File: src/rtl/cache_op_arbiter.sv
`default_nettype none

// ============================================================================
// Package : cache_cfg_pkg
// Purpose : Shared cache geometry (key and value widths).
// Revision: 1.0 - initial release
// ============================================================================
package cache_cfg_pkg;
    localparam int KEY_WIDTH   = 16;
    localparam int VALUE_WIDTH = 32;
endpackage

// ============================================================================
// Module  : cache_op_arbiter
// Purpose : Round-robin arbiter sharing one cache controller between NUM_REQ
//           requesters. One operation in flight at a time; the result is
//           routed back to the requester that issued it.
// Ports   : clk/rst            - clock, synchronous active-high reset
//           req_*              - per-requester valid/ready and op/key/data
//           rsp_*              - response pulse with id, hit, data, error
//           cache_req_*/op/key/dat - operation towards the controller
//           cache_rsp_*        - completion pulse from the controller
// Option  : CACHE_ARB_TIMEOUT_EN - adds a watchdog that ends an operation
//           with rsp_err_o=1 after TIMEOUT_CYCLES cycles in ISSUE/WAIT.
// Revision: 1.0 - initial release
// ============================================================================
module cache_op_arbiter #(
    parameter int  NUM_REQ        = 4,
    parameter int  KEY_WIDTH      = cache_cfg_pkg::KEY_WIDTH,
    parameter int  VALUE_WIDTH    = cache_cfg_pkg::VALUE_WIDTH,
    parameter int  OP_WIDTH       = 2,
    parameter int  TIMEOUT_CYCLES = 64,
    localparam int ID_W           = $clog2(NUM_REQ)
) (
    input  logic                             clk,
    input  logic                             rst,
    input  logic [NUM_REQ-1:0]               req_valid_i,
    output logic [NUM_REQ-1:0]               req_ready_o,
    input  logic [NUM_REQ*OP_WIDTH-1:0]      req_op_i,
    input  logic [NUM_REQ*KEY_WIDTH-1:0]     req_key_i,
    input  logic [NUM_REQ*VALUE_WIDTH-1:0]   req_dat_i,
    output logic                             rsp_valid_o,
    output logic [ID_W-1:0]                  rsp_id_o,
    output logic                             rsp_hit_o,
    output logic [VALUE_WIDTH-1:0]           rsp_dat_o,
    output logic                             rsp_err_o,
    output logic                             cache_req_valid_o,
    input  logic                             cache_req_ready_i,
    output logic [OP_WIDTH-1:0]              cache_op_o,
    output logic [KEY_WIDTH-1:0]             cache_key_o,
    output logic [VALUE_WIDTH-1:0]           cache_dat_o,
    input  logic                             cache_rsp_valid_i,
    input  logic                             cache_rsp_hit_i,
    input  logic [VALUE_WIDTH-1:0]           cache_rsp_dat_i
);

    typedef enum logic [1:0] {
        S_IDLE  = 2'd0,
        S_ISSUE = 2'd1,
        S_WAIT  = 2'd2,
        S_RESP  = 2'd3
    } state_t;

    localparam logic [ID_W:0] c_NUM = (ID_W+1)'(NUM_REQ);

    state_t                  state_q, state_d;
    logic [ID_W-1:0]         ptr_q, ptr_d;
    logic [ID_W-1:0]         id_q, id_d;
    logic [OP_WIDTH-1:0]     op_q, op_d;
    logic [KEY_WIDTH-1:0]    key_q, key_d;
    logic [VALUE_WIDTH-1:0]  dat_q, dat_d;
    logic [ID_W-1:0]         rsp_id_q, rsp_id_d;
    logic                    rsp_hit_q, rsp_hit_d;
    logic [VALUE_WIDTH-1:0]  rsp_dat_q, rsp_dat_d;

    // Round-robin search: the request vector is doubled and shifted so bit j
    // of w_rot belongs to requester (ptr+1+j) mod NUM_REQ. The lowest set bit
    // is the winner; its offset is added back and wrapped once.
    logic [2*NUM_REQ-1:0]    w_dbl;
    logic [NUM_REQ-1:0]      w_rot;
    logic [ID_W:0]           w_shamt;
    logic [ID_W:0]           w_ofs;
    logic [ID_W:0]           w_sum;
    logic                    w_any;
    logic [ID_W-1:0]         w_grant;
    logic [NUM_REQ-1:0]      w_onehot;
    logic [OP_WIDTH-1:0]     w_sel_op;
    logic [KEY_WIDTH-1:0]    w_sel_key;
    logic [VALUE_WIDTH-1:0]  w_sel_dat;

    assign w_dbl    = {req_valid_i, req_valid_i};
    assign w_shamt  = {1'b0, ptr_q} + (ID_W+1)'(1);
    assign w_rot    = NUM_REQ'(w_dbl >> w_shamt);
    assign w_sum    = w_shamt + w_ofs;
    assign w_grant  = ID_W'((w_sum >= c_NUM) ? (w_sum - c_NUM) : w_sum);
    assign w_onehot = NUM_REQ'(1) << w_grant;

    always_comb begin
        w_any = 1'b0;
        w_ofs = '0;
        for (int i = NUM_REQ - 1; i >= 0; i--) begin
            if (w_rot[i]) begin
                w_any = 1'b1;
                w_ofs = (ID_W+1)'(i);
            end
        end
    end

    always_comb begin
        w_sel_op  = '0;
        w_sel_key = '0;
        w_sel_dat = '0;
        for (int i = 0; i < NUM_REQ; i++) begin
            if (w_grant == ID_W'(i)) begin
                w_sel_op  = req_op_i[i*OP_WIDTH +: OP_WIDTH];
                w_sel_key = req_key_i[i*KEY_WIDTH +: KEY_WIDTH];
                w_sel_dat = req_dat_i[i*VALUE_WIDTH +: VALUE_WIDTH];
            end
        end
    end

`ifdef CACHE_ARB_TIMEOUT_EN
    localparam int c_CNT_W = $clog2(TIMEOUT_CYCLES + 1);

    logic [c_CNT_W-1:0] cnt_q, cnt_d;
    logic               rsp_err_q, rsp_err_d;
    logic               w_expire;

    // Expiry is decided one count early so RESP is entered exactly when the
    // counter would reach TIMEOUT_CYCLES.
    assign w_expire  = (cnt_q == c_CNT_W'(TIMEOUT_CYCLES - 1));
    assign rsp_err_o = rsp_err_q;

    always_comb begin
        cnt_d = cnt_q;
        if (state_q == S_IDLE) begin
            cnt_d = '0;
        end else if (state_q == S_ISSUE || state_q == S_WAIT) begin
            cnt_d = cnt_q + c_CNT_W'(1);
        end
    end
`else
    assign rsp_err_o = 1'b0;
`endif

    always_comb begin
        state_d           = state_q;
        ptr_d             = ptr_q;
        id_d              = id_q;
        op_d              = op_q;
        key_d             = key_q;
        dat_d             = dat_q;
        rsp_id_d          = rsp_id_q;
        rsp_hit_d         = rsp_hit_q;
        rsp_dat_d         = rsp_dat_q;
`ifdef CACHE_ARB_TIMEOUT_EN
        rsp_err_d         = rsp_err_q;
`endif
        req_ready_o       = '0;
        cache_req_valid_o = 1'b0;
        rsp_valid_o       = 1'b0;

        case (state_q)
            S_IDLE: begin
                if (w_any) begin
                    req_ready_o = w_onehot;
                    op_d        = w_sel_op;
                    key_d       = w_sel_key;
                    dat_d       = w_sel_dat;
                    ptr_d       = w_grant;
                    id_d        = w_grant;
                    state_d     = S_ISSUE;
                end
            end
            S_ISSUE: begin
                cache_req_valid_o = 1'b1;
`ifdef CACHE_ARB_TIMEOUT_EN
                // Expiry wins over a same-cycle accept: the operation is dropped.
                if (w_expire) begin
                    rsp_id_d  = id_q;
                    rsp_hit_d = 1'b0;
                    rsp_dat_d = '0;
                    rsp_err_d = 1'b1;
                    state_d   = S_RESP;
                end else
`endif
                if (cache_req_ready_i) begin
                    state_d = S_WAIT;
                end
            end
            S_WAIT: begin
                if (cache_rsp_valid_i) begin
                    rsp_id_d  = id_q;
                    rsp_hit_d = cache_rsp_hit_i;
                    rsp_dat_d = cache_rsp_dat_i;
`ifdef CACHE_ARB_TIMEOUT_EN
                    rsp_err_d = 1'b0;
`endif
                    state_d   = S_RESP;
                end
`ifdef CACHE_ARB_TIMEOUT_EN
                else if (w_expire) begin
                    rsp_id_d  = id_q;
                    rsp_hit_d = 1'b0;
                    rsp_dat_d = '0;
                    rsp_err_d = 1'b1;
                    state_d   = S_RESP;
                end
`endif
            end
            S_RESP: begin
                rsp_valid_o = 1'b1;
                state_d     = S_IDLE;
            end
            default: begin
                state_d = S_IDLE;
            end
        endcase
    end

    always_ff @(posedge clk) begin
        if (rst) begin
            state_q   <= S_IDLE;
            ptr_q     <= ID_W'(NUM_REQ - 1);
            id_q      <= '0;
            op_q      <= '0;
            key_q     <= '0;
            dat_q     <= '0;
            rsp_id_q  <= '0;
            rsp_hit_q <= 1'b0;
            rsp_dat_q <= '0;
`ifdef CACHE_ARB_TIMEOUT_EN
            rsp_err_q <= 1'b0;
            cnt_q     <= '0;
`endif
        end else begin
            state_q   <= state_d;
            ptr_q     <= ptr_d;
            id_q      <= id_d;
            op_q      <= op_d;
            key_q     <= key_d;
            dat_q     <= dat_d;
            rsp_id_q  <= rsp_id_d;
            rsp_hit_q <= rsp_hit_d;
            rsp_dat_q <= rsp_dat_d;
`ifdef CACHE_ARB_TIMEOUT_EN
            rsp_err_q <= rsp_err_d;
            cnt_q     <= cnt_d;
`endif
        end
    end

    assign cache_op_o  = op_q;
    assign cache_key_o = key_q;
    assign cache_dat_o = dat_q;
    assign rsp_id_o    = rsp_id_q;
    assign rsp_hit_o   = rsp_hit_q;
    assign rsp_dat_o   = rsp_dat_q;

endmodule

`default_nettype wire

File: config.mk
export PLATFORM = sky130hd
export DESIGN_NAME = cache_op_arbiter
export DESIGN_NICKNAME = d
export VERILOG_FILES = /design/src/rtl/cache_op_arbiter.sv
export SDC_FILE = /design/constraint.sdc
export NUM_CORES = 1
export LEC_CHECK = 0
export ABC_AREA = 1
export CAP_MARGIN = 40
export CORE_MARGIN = 8
export CORE_UTILIZATION = 40
export CTS_BUF_LIST = sky130_fd_sc_hd__clkbuf_8
export DETAILED_ROUTE_END_ITERATION = 10
export GPL_ROUTABILITY_DRIVEN = 0
export PLACE_DENSITY = 0.91
export SLEW_MARGIN = 0
export SYNTH_ARGS = -nofsm -noshare
export SYNTH_HDL_FRONTEND = slang
export SYNTH_SLANG_ARGS = --single-unit
File: constraint.sdc
create_clock -name clk -period 3.67 [get_ports clk]
set_clock_uncertainty 0.1 [all_clocks]
set_input_delay 0.367 -clock clk [delete_from_list [all_inputs] [get_ports clk]]
set_output_delay 0.367 -clock clk [all_outputs]
set_load 0.05 [all_outputs]
==> impl_metrics.yaml, run 1 <==
status:
  status: "complete, no violations"
power:
  ir_drop_mv: 0.639
  total_power_mw: 8.24
  power_density_mw_per_mm2: 888
  p_leak_nw: 4.32
clocking:
  cts-resized-gates: 0
  insertion_delay_ps: 370
  cts_num_sinks: 91
  post_cts_buffers: 0
  clock_path_buffers: 2
  clk_pin_slew_worst_paths_ps: 100
  cts_tree: "built"
  cts_root_buffer: "clkbuf_8"
  cts_hold_buffers: 0
  htreeDepth: 3
  cts_buffers: 9
worst_setup_path:
  arrival_ps: 2950
  slowest_delay_ps: 470
  worstSetupPathType: "reg2out"
  crit_slowest_cell: "dfxtp_1"
  crit_path_end_kind: "primary output"
  crit_path_max_fanout: 46
  worstSetupStartpointType: "flip-flop"
  worst_path_most_repeated_cell: "nand2_1"
  path_cells: "inv_2 -> nand2_1 -> nand3_1 -> nand2_1 -> nand3_1 -> nand2_1 -> nand2_1 -> ha_1 -> clkinv_2 -> buf_4 -> nor3_1 -> buf_12"
  cp.required_ps: 3200
logic_synthesis:
  synth-edff-count: 0
  synthArstFlopShare_pct: 0
  synth_ff_type: "dfxtp_1"
  ys.warnings.count: 0
  syn_avg_cell_area_um2: 6.03
  yosysSeqAreaShare_pct: 32.0
  ys_ff_latch: 91
  ys_types: 27
  syn_area_mm2: 0.00569
  syn-num-nets: 1190
  synthCells: 944
cells_and_area:
  drive_gt1_share_pct: 5.63
  syn_to_final_growth_pct: 63.1
  diodes: 0
  layout_commonest_cell: "clkdlybuf4s50_1"
  fin_area_mm2: 0.00928
  nNetsFinal: 1485
  final_cell_mix: "326 x clkdlybuf4s50_1, 317 x nand2_1, 109 x inv_1"
die:
  core.rowCount: 43
  coreArea_mm2: 0.0139
  start_util_pct: 41.0
  dieWidth_um: 135
  io_pins: 333
  dieArea_mm2: 0.0183
  die_height_um: 135
sta:
  min_period_over_period_pct: 93.2
  rsz0062_at_grt: "no"
  worst_pin_slew_ps: 617
  drv_slew: 0
  hold_viol_final: 0
  max_slew_margin_pct: 58.8
  timing.final.ws_setup_ps: 250
  setup_viol: 0
  finalCriticalPeriod_ps: 3420
  fmax_ghz: 0.292
  tns_ps: 0
detailed_routing:
  drt_iter0_drc: 514
  first_pass_iters: 5
  wirelength_um: 23400
  route.detailed.drc: 0
  via_count: 7186
  viasPerCell: 5.05
  ant_nets: 0
  route.detailed.wl_per_inst_um: 16.4
hold_path:
  hold_path_class: "in2reg"
global_routing:
  first_global_vias: 6839
  grt_max_degree: 59
  antenna_found_initial: 0
  grt_overflow_total: 0
  grt_pass1_wl_um: 35300
  track_usage_pct: 24.2
place:
  hpwlAfterDp_um: 17800
  post-place-ws_ps: 466
  placed_area_mm2: 0.00904
  portBuffers: 331
job:
  maxCapViolations: 0
[cell usage after synthesis, types with 4 or more instances]
cell type,n,area (µm²)
dfxtp_1,91,1820
nand2_1,317,1190
nand2_2,9,56.3
o21ai_1,50,250
buf_6,14,158
a21oi_1,54,270
nand3_2,12,120
buf_2,10,50.1
ha_1,5,62.6
nand3_1,104,521
o21ai_0,37,185
buf_4,14,105
inv_1,110,413
clkbuf_1,26,97.6
nor2_1,74,278
inv_2,4,15.0
[kinds of logic after synthesis]
logic type / count (synthesis) / synth area share (%)
adder cells (fa/ha/maj): 5 / 1.10
AO/OA/AOI/OAI: 145 / 13.1
buffers and inverters: 180 / 14.9
AND/OR/NAND/NOR: 522 / 38.8
other: 1 / 0.0659
flip-flops: 91 / 32.0
[cell type report]
type,count,area (µm²)
Timing Repair Buffer,348,3540
Multi-Input combinational cell,673,3030
Sequential cell,91,1820
Clock buffer,10,138
Inverter,116,437
Clock inverter,6,96.3
Fill cell,1156,4600
Tap cell,180,225
[routing by layer]
metal,global-route usage (%),routed length (µm)
met5,0,0
met4,11.8,1010
met3,7.72,2520
met2,42.5,11300
met1,25.6,8590
[state kept, by name, summed over array words and instances (netlist names), 2 cells and up]
name and cells:
cache_dat_o 32, cache_op_o 2, ptr_q 2, state_q 2, id_q 2, cache_key_o 16, rsp_dat_o 32, rsp_id_o 2
[path summary, 6_finish.rpt]
| kind | from | to | slack (ps) | cells past startpoint |
|---|---|---|---|---|
| worst max register to register | ptr_q[0] | cache_dat_o[29] | 590 | 16 |
| worst min register to register | cache_key_o[7] | cache_key_o[7] | 370 | 2 |
| worst max-delay path | ptr_q[0] | req_ready_o[2] | 250 | 12 |
| worst min-delay path | rst | rsp_dat_o[23] | 360 | 4 |
[power by group]
group	internal, mW	switching, mW	leakage [nW]
logic	2.04	4.00	3.46
registers	1.25	0.142	0.746
clock network	0.411	0.400	0.115
[worst max-delay path: cells and delay by family (launching register included)]
family	cells	cell delay [ps]
simple gates	7	1050
flops	1	470
fa+ha+maj	1	330
buf+inv	4	720
[metrics by stage]
stage	utilization [%]	hold slack [ps]	cells
after global placement	64.7	351	1405
after CTS	66.8	338	1424
final	66.8	357	1424
after floorplan	-	330	944
after global routing	66.8	359	1424
after detailed placement	65.2	356	1408
Power figures use the tool's default switching activity.
==> run 2, diff against run 1 <==
--- a/config.mk
+++ b/config.mk
@@ -13,6 +13,7 @@
 export DETAILED_ROUTE_END_ITERATION = 10
 export GPL_ROUTABILITY_DRIVEN = 0
 export PLACE_DENSITY = 0.91
+export RECOVER_POWER = 50
 export SLEW_MARGIN = 0
 export SYNTH_ARGS = -nofsm -noshare
 export SYNTH_HDL_FRONTEND = slang
==> run 2 against run 1 <==
Effect of this change:
- core utilization is essentially flat
- critical endpoint unchanged
- critical path type unchanged
- largest cell class unchanged
- first-iteration DRC count shrank 21%
- combinational power shrank 1%
- cell count is the same
- power shrank 0.96%
- highest routed layer unchanged
==> impl_metrics.yaml, run 2 (synthesis gave the netlist of run 1 again) <==
die:
  core.rowCount: 43
  io_pins: 333
  dieWidth_um: 135
  die_height_um: 135
  coreArea_mm2: 0.0139
  start_util_pct: 41.0
  dieArea_mm2: 0.0183
global_routing:
  grt_max_degree: 59
  first_global_vias: 6839
  track_usage_pct: 24.2
  grt_overflow_total: 0
  grt_pass1_wl_um: 35300
  antenna_found_initial: 0
cells_and_area:
  layout_commonest_cell: "nand2_1"
  fill_cells: 1156
  final_cell_mix: "318 x nand2_1, 241 x clkdlybuf4s50_1, 109 x inv_1"
  nNetsFinal: 1485
  diodes: 0
  drive_gt1_share_pct: 5.55
  syn_to_final_growth_pct: 63.1
  final_core_util_pct: 66.8
  multi_input_comb_area_mm2: 0.00302
  register_area_mm2: 0.00182
clocking:
  cts_tree: "built"
  clk_pin_slew_worst_paths_ps: 100
  clock_path_buffers: 2
  cts_root_buffer: "clkbuf_8"
  insertion_delay_ps: 370
  cts_hold_buffers: 0
  cts_buffers: 9
  cts_num_sinks: 91
  cts-resized-gates: 0
  htreeDepth: 3
  post_cts_buffers: 0
detailed_routing:
  wirelength_um: 23400
  via_count: 7168
  ant_nets: 0
  viasPerCell: 5.03
  drt_iter0_drc: 406
  first_pass_iters: 5
  route.detailed.drc: 0
  route.detailed.wl_per_inst_um: 16.4
sta:
  max_slew_margin_pct: 58.5
  min_period_over_period_pct: 92.1
  setup_viol: 0
  tns_ps: 0
  fmax_ghz: 0.296
  timing.final.ws_setup_ps: 291
  worst_pin_slew_ps: 622
  finalCriticalPeriod_ps: 3380
  hold_viol_final: 0
  rsz0062_at_grt: "no"
  drv_slew: 0
worst_setup_path:
  cp-startpoint: "ptr_q[0]"
  worstPathBufferInverterCount: 4
  path_cells: "inv_2 -> nand2_1 -> nand3_1 -> nand2_1 -> nand3_1 -> nand2_1 -> nand2_1 -> ha_1 -> clkinv_2 -> buf_4 -> nor3_1 -> buf_12"
  slowest_delay_ps: 470
  crit_path_max_fanout: 46
  critical_path.top_delay_family: "simple AND/OR/NAND/NOR gates"
  crit_slowest_cell: "dfxtp_1"
  worstSetupStartpointType: "flip-flop"
  timing.rr.start: "ptr_q[0]"
  worst_path_most_repeated_cell: "nand2_1"
  arrival_ps: 2910
  crit_path_end_kind: "primary output"
  worstSetupPathType: "reg2out"
  cp.required_ps: 3200
place:
  hpwlAfterDp_um: 17800
  post-place-ws_ps: 466
  portBuffers: 331
hold_path:
  hp-start: "rst"
  hold_path_class: "in2reg"
power:
  total_power_mw: 8.16
  p_leak_nw: 4.57
  power_density_mw_per_mm2: 879
  ir_drop_mv: 0.636
job:
  maxCapViolations: 0
status:
  status: "complete, no violations"
[run 2: cell types whose count changed in the layout (fill, tap and decap cells not counted)]
cell / previous run / this run
nand2_1: 317 / 318
dlygate4sd3_1: 0 / 85
clkdlybuf4s50_1: 326 / 241
nand2_2: 9 / 8
[run 2: worst paths after layout]
check	endpoint	slack, ps	depth (start not counted)
worst max-delay path	req_ready_o[2]	290	12
worst min register to register	cache_key_o[7]	370	2
worst min-delay path	rsp_dat_o[23]	360	4
worst max register to register	cache_dat_o[29]	630	16
[run 2: power breakdown]
| group | switching [mW] | internal, mW | leakage, nW |
|---|---|---|---|
| registers | 0.134 | 1.25 | 0.746 |
| clock network | 0.401 | 0.411 | 0.115 |
| logic | 4.00 | 1.96 | 3.70 |
[run 2: tightest hold or removal path, delay by kind of cell]
family	cells	cell delay [ps]
AO/OA/AOI/OAI	1	120
buffers and inverters	2	260
AND/OR/NAND/NOR	1	40
[run 2: cell type report]
type / count / share of cell area [%]
Clock buffer: 10 / 1.48
Clock inverter: 6 / 1.04
Inverter: 116 / 4.71
Multi-Input combinational cell: 673 / 32.6
Sequential cell: 91 / 19.6
Tap cell: 180 / 2.43
Timing Repair Buffer: 348 / 38.1
[run 2: metal layers]
layer  GRT usage [%]  vias up  routed length (µm)
met2            42.5      383               11400
li1                -     3524                   -
met5               0        -                   0
met1            25.6     3194                8480
met3            7.72       67                2590
met4            11.8        0                 987
[run 2: per-stage QoR]
stage                     area, µm²  instances  hold slack, ps
after global routing           9280       1424             359
after global placement         8970       1405             351
after floorplan                5690        944             330
after CTS                      9280       1424             338
after detailed placement       9040       1408             356
final                          9280       1424             358
==> run 3, diff against run 2 <==
--- a/config.mk
+++ b/config.mk
@@ -5,14 +5,13 @@
 export SDC_FILE = /design/constraint.sdc
 export NUM_CORES = 1
 export LEC_CHECK = 0
-export ABC_AREA = 1
 export CAP_MARGIN = 40
 export CORE_MARGIN = 8
 export CORE_UTILIZATION = 40
 export CTS_BUF_LIST = sky130_fd_sc_hd__clkbuf_8
 export DETAILED_ROUTE_END_ITERATION = 10
 export GPL_ROUTABILITY_DRIVEN = 0
-export PLACE_DENSITY = 0.91
+export PLACE_DENSITY = 0.95
 export RECOVER_POWER = 50
 export SLEW_MARGIN = 0
 export SYNTH_ARGS = -nofsm -noshare
==> run 3 against run 2 <==
Effect of this change:
- register-to-register slack better by 100 ps
- wire length is 5.8% lower
- non-clock buffer count is 3 lower
- global-route usage is 1.2 points higher
- first-iteration DRC count is 17% lower
- cell area is 5.7% lower
- critical path depth is 2 lower
- sequential cell count stayed put
- largest cell class unchanged
==> impl_metrics.yaml, run 3 <==
cells_and_area:
  nNetsFinal: 1161
  diodes: 0
  syn_to_final_growth_pct: 73.2
  final_cells: 1091
  drive_gt1_share_pct: 4.46
  layout_commonest_cell: "clkdlybuf4s50_1"
  final_cell_mix: "259 x clkdlybuf4s50_1, 122 x nand2_1, 91 x dfxtp_1"
clocking:
  insertion_delay_ps: 370
  cts_buffers: 9
  clk_pin_slew_worst_paths_ps: 80
  cts-resized-gates: 0
  cts_root_buffer: "clkbuf_8"
  post_cts_buffers: 0
  cts_num_sinks: 91
  cts_tree: "built"
  cts_hold_buffers: 0
  clock_path_buffers: 2
  htreeDepth: 3
global_routing:
  antenna_found_initial: 0
  track_usage_pct: 25.4
  grt_pass1_wl_um: 32600
  grt_overflow_total: 0
  grt_max_degree: 66
  first_global_vias: 6005
logic_synthesis:
  synth_ff_type: "dfxtp_1"
  synthArstFlopShare_pct: 0
  syn_area_mm2: 0.00505
  syn-num-nets: 867
  synthCells: 621
  ys_ff_latch: 91
  yosys.area.top_type: "dfxtp_1"
  ys.warnings.count: 0
  synth.top_cell.area_share_pct: 36.1
  synthTopCellsByArea: "dfxtp_1 36%, mux2i_1 9.3%, nand2_1 9.1%, a21oi_1 8.3%, o311ai_0 8.2%"
  yosysMostFrequentCell: "nand2_1"
  syn_avg_cell_area_um2: 8.13
  yosysSeqAreaShare_pct: 36.1
  synth_common_cells: "122 x nand2_1, 91 x dfxtp_1, 84 x a21oi_1, 48 x a22oi_1"
  synth-edff-count: 0
  ys_types: 41
worst_setup_path:
  worstSetupStartpointType: "primary input"
  arrival_ps: 2940
  crit_path_max_fanout: 31
  worstSetupPathType: "in2out"
  cp.required_ps: 3200
  crit_path_end_kind: "primary output"
place:
  portBuffers: 331
  hpwlAfterDp_um: 17400
  post-place-ws_ps: 265
  dp.cells: 1076
die:
  die_height_um: 128
  coreArea_mm2: 0.0125
  start_util_pct: 40.5
  dieArea_mm2: 0.0165
  core.rowCount: 41
  io_pins: 333
  dieWidth_um: 128
power:
  p_leak_nw: 3.28
  total_power_mw: 6.78
  switchingPower_mw: 3.48
  p_comb_share_pct: 69.4
  switching_share_pct: 51.3
  p_int_mw: 3.30
  clkPwrFrac_pct: 9.4
  ir_drop_mv: 0.565
  power_density_mw_per_mm2: 775
  sequentialPowerShare_pct: 21.2
sta:
  setup_viol: 0
  max_slew_margin_pct: 24.0
  rsz0062_at_grt: "no"
  timing.final.ws_setup_ps: 265
  tns_ps: 0
  fmax_ghz: 0.294
  min_period_over_period_pct: 92.8
  drv_slew: 0
  hold_viol_final: 0
  worst_pin_slew_ps: 1140
  finalCriticalPeriod_ps: 3400
detailed_routing:
  wirelength_um: 22000
  first_pass_iters: 6
  ant_nets: 0
  route.detailed.drc: 0
  via_count: 6071
  route.detailed.wl_per_inst_um: 20.2
  viasPerCell: 5.56
  drt_iter0_drc: 336
hold_path:
  hold_path_class: "reg2reg"
status:
  status: "complete, no violations"
job:
  maxCapViolations: 0
==> run 3: changes by cell type in the layout (fill, tap and decap cells not counted), moves of 31 or more <==
cell	change
nand2_1	-196
a22oi_1	+48
nand3_1	-104
nor2_1	-63
o21ai_1	-49
o21ai_0	-31
o311ai_0	+47
mux2i_1	+47
inv_1	-103
nand3b_1	+47
==> run 3: layout make-up <==
| class | instances | area [µm²] |
|---|---|---|
| Fill cell | 922 | 3720 |
| Timing Repair Buffer | 345 | 3540 |
| Multi-Input combinational cell | 461 | 2970 |
| Sequential cell | 91 | 1820 |
| Tap cell | 172 | 215 |
| Clock buffer | 11 | 151 |
| Inverter | 7 | 26.3 |
| Clock inverter | 4 | 23.8 |
==> run 3: final timing paths <==
kind                                     start              to  slack, ps  cells after the start
worst max-delay path            req_valid_i[3]  req_ready_o[2]        270                     10
worst min-delay path                   id_q[1]     rsp_id_o[1]        350                      2
worst min register to register         id_q[1]     rsp_id_o[1]        350                      2
worst max register to register        ptr_q[0]  cache_key_o[9]        730                      9
==> run 3: logic make-up (layout without fill, tap and decap cells) <==
logic type / after synthesis / count (layout) / synth area share, %
and+or+nand+nor: 202 / 202 / 19.4
muxes: 47 / 47 / 9.32
adders and majority gates: 5 / 5 / 1.24
DFF: 91 / 91 / 36.1
xor gates and xnor gates: 2 / 2 / 0.496
buffers and inverters: 69 / 367 / 5.97
other: 1 / 1 / 0.0743
AOI/OAI and AO/OA: 204 / 204 / 27.4
==> run 3: worst max-delay path, cell delays in order <==
cell and delay [ps]:
dlygate4sd3_1 640, nand2_1 100, nor2_1 40, a211oi_1 210, a21oi_1 60, a211oi_1 360, ha_4 390, buf_4 340
and3_1 260, buf_12 150
==> run 3: power groups by stage <==
stage                     Sequential, mW  Combinational (mW)  Clock [mW]
after global routing                1.47                5.03       0.685
after floorplan                     2.18                2.40           0
after global placement              1.44                4.62           0
after CTS                           1.44                4.75       0.656
after detailed placement            1.46                4.73           0
final                               1.43                4.71       0.639
==> run 3: routing by layer <==
layer	GRT usage, %	wire length (µm)
met3	8.03	2180
met2	45.4	11100
met5	0	0
met4	11.5	728
met1	26.7	8000
==> run 3: through the flow <==
stage | utilization [%] | hold WS [ps] | area [µm²]
floorplan | - | 329 | 5050
global placement | 68.4 | 340 | 8530
detailed placement | 68.8 | 346 | 8570
CTS | 70.2 | 357 | 8750
global route | 70.2 | 368 | 8750
finish | 70.2 | 353 | 8750
